`src/rtl/ddr_tc_pkg.sv`:
```
// Shared definitions for the DDR write/read-back traffic checker.
// Contents: data pattern mode encodings, checker FSM states, burst phase,
// PRBS31 (x^31 + x^28 + 1) taps and seed, and a 32-bit-per-call LFSR step.
package ddr_tc_pkg;

   typedef enum logic [1:0] {
      MODE_COUNT     = 2'd0,
      MODE_PRBS31    = 2'd1,
      MODE_WALK1     = 2'd2,
      MODE_INV_COUNT = 2'd3
   } mode_t;

   typedef enum logic [2:0] {
      ST_IDLE,
      ST_ARB,
      ST_WRITE,
      ST_READ,
      ST_DONE
   } state_t;

   typedef enum logic {
      PH_WR = 1'b0,
      PH_RD = 1'b1
   } phase_t;

   localparam logic [30:0] PRBS_SEED   = 31'h1;
   localparam int          PRBS_TAP_HI = 30;  // x^31 term
   localparam int          PRBS_TAP_LO = 27;  // x^28 term

   typedef struct packed {
      logic [30:0] state;
      logic [31:0] word;
   } prbs_t;

   // Runs the Fibonacci LFSR 32 times. The first generated bit lands in
   // word[31], the last in word[0]; state is the register after the 32 steps.
   function automatic prbs_t prbs_step32(input logic [30:0] s);
      prbs_t r;
      logic  b;
      r.state = s;
      r.word  = '0;
      for (int i = 0; i < 32; i++) begin
         b       = r.state[PRBS_TAP_HI] ^ r.state[PRBS_TAP_LO];
         r.word  = {r.word[30:0], b};
         r.state = {r.state[29:0], b};
      end
      return r;
   endfunction

endpackage

```
`src/rtl/ddr_pat_gen.sv`:
```
// Beat pattern generator: produces a registered beat value for the selected
// pattern. seed_load restarts at beat 0; advance steps to the next beat.
// Ports:
//   clk, rst   clock and async active-high reset
//   mode       pattern selection (COUNT, PRBS31, WALK1, INV_COUNT)
//   seed_load  restart sequence; data holds beat 0 the following cycle
//   advance    step to the next beat (seed_load takes priority)
//   data       current beat value, DATA_W bits
module ddr_pat_gen
   import ddr_tc_pkg::*;
#(
   parameter int DATA_W = 256
) (
   input  logic              clk,
   input  logic              rst,
   input  mode_t             mode,
   input  logic              seed_load,
   input  logic              advance,
   output logic [DATA_W-1:0] data
);

   localparam int WW = (DATA_W > 1) ? $clog2(DATA_W) : 1;

   logic [7:0]    cnt, cnt_nxt;
   logic [WW-1:0] walk, walk_nxt;
   logic [30:0]   lfsr;
   prbs_t         prbs_nxt;

   function automatic logic [DATA_W-1:0] pattern(input mode_t m, input logic [7:0] c,
                                                 input logic [WW-1:0] w, input logic [31:0] pw);
      logic [DATA_W-1:0] p;
      case (m)
         MODE_COUNT:     p = {(DATA_W/8){c}};
         MODE_INV_COUNT: p = ~{(DATA_W/8){c}};
         MODE_WALK1:     p = {{(DATA_W-1){1'b0}}, 1'b1} << w;
         default:        p = {(DATA_W/32){pw}};
      endcase
      return p;
   endfunction

   // walk tracks k mod DATA_W separately so DATA_W need not be a power of two
   always_comb begin
      if (seed_load) begin
         cnt_nxt  = '0;
         walk_nxt = '0;
         prbs_nxt = prbs_step32(PRBS_SEED);
      end else begin
         cnt_nxt  = cnt + 8'd1;
         walk_nxt = (walk == WW'(DATA_W-1)) ? '0 : walk + 1'b1;
         prbs_nxt = prbs_step32(lfsr);
      end
   end

   always_ff @(posedge clk or posedge rst) begin
      if (rst) begin
         cnt  <= '0;
         walk <= '0;
         lfsr <= PRBS_SEED;
         data <= '0;
      end else if (seed_load || advance) begin
         cnt  <= cnt_nxt;
         walk <= walk_nxt;
         lfsr <= prbs_nxt.state;
         data <= pattern(mode, cnt_nxt, walk_nxt, prbs_nxt.word);
      end
   end

endmodule

```
`config.mk`:
```
export PLATFORM = sky130hd
export DESIGN_NAME = ddr_pat_gen
export DESIGN_NICKNAME = d
export VERILOG_FILES = /design/src/rtl/ddr_tc_pkg.sv /design/src/rtl/ddr_pat_gen.sv
export SDC_FILE = /design/constraint.sdc
export NUM_CORES = 1
export LEC_CHECK = 0
export CAP_MARGIN = 30
export CELL_PAD_IN_SITES_DETAIL_PLACEMENT = 0
export CELL_PAD_IN_SITES_GLOBAL_PLACEMENT = 1
export CORE_ASPECT_RATIO = 0.9
export CORE_UTILIZATION = 25
export DETAILED_ROUTE_END_ITERATION = 10
export GPL_TIMING_DRIVEN = 0
export PLACE_DENSITY_LB_ADDON = 0.15
export SYNTH_ARGS = -nofsm -noshare
export SYNTH_HDL_FRONTEND = slang
export SYNTH_SLANG_ARGS = --single-unit
```
`constraint.sdc`:
```
create_clock -name clk -period 12.08 [get_ports clk]
set_input_delay 1.812 -clock clk [delete_from_list [all_inputs] [get_ports clk]]
set_output_delay 1.812 -clock clk [all_outputs]
set_load 0.005 [all_outputs]
```
Word-level counts from Yosys, hierarchy flattened
Cells that the tools add are included.
{"block": "word_totals", "in_bits": 6, "regBits": 303, "output_inout_bits": 256, "word_cells": 50}
{"block": "classes", "shift": 1, "n_addsub": 2, "n_bitwise": 33, "n_eq_ne": 3, "reduce_logical": 2, "mux": 5}
{"cell": "$pmux W256 S3", "n": 1}
{"cell": "$not A256 Y256", "n": 1}
{"cell": "$shl A1 B8 Y256 const A", "n": 1}
{"cell": "$mux W63", "n": 1}
{"cell": "$xor A1 B1 Y1", "n": 32}
{"cell": "$mux W8", "n": 3}
{"cell": "$add A8 B1 Y8 const B", "n": 2}
{"cell": "$eq A8 B8 Y1 const B", "n": 1}
{"cell": "$eq A2 B2 Y1 const B", "n": 2}
{"cell": "$logic_not A2 Y1", "n": 1}
{"cell": "$logic_or A1 B1 Y1", "n": 1}

Longest topological paths before layout
{"block": "depth", "depth_word": 5, "ltp_mapped": 9, "ltp_nobuf": 6}

Least setup slack after synthesis
No wires, ideal clock.
{"block": "synth_timing", "path_type": "input -> register", "startpoint": "input port seed_load", "endpoint": "register data[111]", "n_path_buf": 1, "setup_ps": 141, "setup_slack_ps": 8698, "path_stages": 5, "arrival_ps": 3241, "required_time_ps": 11939, "cell_sequence": "buf_2 or4_1 and3b_4 nor3_2 a21oi_1"}
{"block": "synth_between", "elab_chain_cells": 3, "elab_cells_between_ends": 7, "classes_between": "1 x shift; 4 x mux; 1 x bitwise; 1 x reduce/logical"}
{"element": "from (decl)", "line_no": "ddr_pat_gen.sv:17", "text": "input logic seed_load,"}
{"element": "$mux W8", "line_no": "ddr_pat_gen.sv:43", "text": "if (seed_load) begin"}
{"element": "$shl A1 B8 Y256 or $not A256 Y256 (tied branches)", "line_no": "ddr_pat_gen.sv:35, ddr_pat_gen.sv:34"}
{"element": "$pmux W256 S3", "line_no": "ddr_pat_gen.sv:32", "text": "case (m)"}
{"element": "to (signal assigned)", "line_no": "ddr_pat_gen.sv:64", "text": "data <= pattern(mode, cnt_nxt, walk_nxt, prbs_nxt.word);"}
{"element": "to (decl)", "line_no": "ddr_pat_gen.sv:19", "text": "output logic [DATA_W-1:0] data"}
Several ways; a longest one is shown, not always the timed one.
A chain may end at the register's enable or synchronous reset.

Worst setup path after layout
{"block": "layout_timing", "startpoint": "input port advance", "endpoint": "register data[170]"}
{"block": "layout_between", "elab_chain_cells": 1}
{"element": "from (decl)", "line_no": "ddr_pat_gen.sv:18", "text": "input logic advance,"}
{"element": "$logic_or A1 B1 Y1", "line_no": "ddr_pat_gen.sv:60", "text": "end else if (seed_load || advance) begin"}
Every way passes these cells.

==> reports/results.ini <==
[drt]
routed_wl_mm = 72.76
first_pass_iters = 5
ant_nets = 0
remaining_drc_errors = 0
drt_iter0_drc = 1321
wl_per_cell_um = 26.94
avgViaCountPerCell = 5.190
vias = 14020

[sta]
period_minus_slack_ps = 4393
setup_viol = 0
worst_pin_slew_ps = 1095
max_freq_mhz = 227.7
fin_crit_sh_pct = 36.36
rsz0062_at_grt = no
finClkSkew_ps = 21.36
slew_headroom_pct = 27.00
hold_viol = 0
slew_violations = 0

[yosys]
synthFlopType = dfrtp_1
synth.ff_latch_count = 303
synthCells = 1586
syn_area_per_cell_um2 = 9.079
syn_nets = 1594
async_flop_share_pct = 100.0
synth.distinct_cells = 74
synth_edf_count = 0
syn_area_um2 = 14400
ys_warn_count = 0
synth.yosys.seq_area_share_pct = 52.66

[critical_path]
rrSetupSlack_ps = 8880
crit_required_ps = 12500
crit_path_end_kind = flip-flop
start_kind = input port
cp_common_cell = clkbuf_1
worst-path-stages = 7
critPathMaxFanout = 10
r2r-start = walk[0]
critical_path.startpoint = advance
crit_path_top_delay_cell = a21oi_1
crit_buf_inv = 3
path_class = in -> reg
cp.arrival_ps = 4810
worst_r2r_path_depth = 7
cp_top_family = buffers and inverters
r2r_end = data[95]
max_stage_delay_ps = 610
cp_cell_sequence = clkdlybuf4s50_1 > or2_2 > clkbuf_1 > clkbuf_1 > nand4_1 > a21oi_1 > nor3_1

[floorplanning]
core_region_area_um2 = 57010
ios = 262
initial_core_util_pct = 25.26
die_x_um = 255.0
die-area_um2 = 58570
rows = 83
die_h_um = 229.7

[placement]
gp_congestion = 0.8706
portBuffers = 260
post-place-cells = 2630
dp_hpwl_mm = 53.13

[clock_tree]
cts_hold_buf = 0
cts_resized = 0
worstSkewPairLatency_ps = 570
cts_setup_buffers = 0
cts_tree = yes
cts.clk_slew.worst_paths_ps = 60
clockBufferDepth = 3
htree_levels = 2
root_buffer = clkbuf_16
cts_inserted_buffers = 38
numClockSinks = 303

[hold_path]
hp-class = reg -> reg
holdPathStages = 2
hp-start = data[16]
min_to = data[16]

[cells_and_area]
nNetsFinal = 1916
diodes = 0
fillers = 5850
fin_cells = 2701
final_common_cell = nor2_1
syn_to_final_growth_pct = 35.61
layout-drive-gt1-share_pct = 9.607
layout_common_cells = nor2_1 (347), dfrtp_1 (302), clkdlybuf4s50_1 (260)

[grt]
grt_first_pass_wirelength_mm = 102.6
grt_max_degree = 110
grtUsageTotal_pct = 24.63
antenna_found_initial = 0
grt_overflow = 0
grt_pass1_vias = 13690

[power_and_ir_drop]
peakVddDrop_mv = 0.07818
power.leakage_uw = 0.007886
p_per_area_nw_per_um2 = 149.7
power_uw = 2924

[run_status]
status = complete, no violations

[flow_run]
drv_cap = 0

==> report_power, final <==
part           internal [uW]  switching (uW)
Clock                    710             483
Combinational            244             268
Sequential              1120            98.6
==> tightest hold or removal path, stage by stage, from the launching register on <==
cell and delay (ps):
dfrtp_1 350, nor2_1 50, nor2_1 90
==> layer usage <==
metal	share of wire [%]	up-vias	track usage (%)
met5	0	-	0
met4	3.4	0	8.963
met3	8.1	102	5.852
met2	44	566	36.55
met1	45	7123	34.56
li1	-	6227	-
==> how the worst max path moves through the flow <==
stage | end | slack, ps
floorplan | cnt[0] | 1900
global placement | data[92] | -2940
detailed placement | data[170] | 7180
CTS | data[170] | 7760
global route | data[234] | 7620
finish | data[170] | 7690
==> stage by stage <==
step | setup WS, ps | hold WS, ps | setup TNS (ps) | util [%] | instance area [um2]
3_3_place_gp | -2939 | 507.3 | -871340 | 31.50 | 17960
3_5_place_dp | 7181 | 508.1 | 0 | 31.96 | 18220
5_1_grt | 7619 | 547.5 | 0 | 34.25 | 19530
6_report | 7687 | 521.5 | 0 | 34.25 | 19530
2_1_floorplan | 1895 | 505.4 | 0 | - | 14400
4_1_cts | 7763 | 525.5 | 0 | 34.21 | 19510
==> flip-flops by register name (all words and copies together) (netlist names) <==
name	flops
data	256
lfsr	31
walk	8
cnt	8
==> synth_stat cells, drive strengths merged, types with 7 or more instances <==
master  number  share of area [%]
nor2       347                9.0
dfrtp      302                 52
a21oi      248                8.8
nand3      178                6.3
buf         65                2.4
clkbuf      59                1.5
nor3        58                2.4
o21ai       38                1.3
nand2       34               0.89
nand4       34                1.5
a211oi      32                2.1
xnor2       28                1.7
xor2        18                1.1
o211ai      16               0.83
mux2i       14               0.97
a31oi        9               0.50
nor2b        9               0.39
and3         8               0.35
nor4         8               0.56
nand2b       7               0.30
==> cell families after synthesis <==
logic type | count (synthesis) | synth area share (%)
multiplexers | 15 | 1.051
flip-flops | 303 | 52.66
adder cells (fa/ha/maj) | 2 | 0.1737
AND/OR/NAND/NOR | 712 | 23.28
buffers and inverters | 128 | 4.084
XOR/XNOR | 47 | 2.963
AO/OA/AOI/OAI | 379 | 15.79
==> area by class of cell <==
type	instances	area, um2	area share, %
multi-input combinational	1155	6279	32.15
inverter	4	22.52	0.1153
buffer	124	573.1	2.935
sequential	303	7584	38.84
tap	765	957.2	4.902
clock inverter	10	155.1	0.7945
timing repair buffer	282	2830	14.49
clock buffer	58	1127	5.773
(Power assumes the default switching activity.)
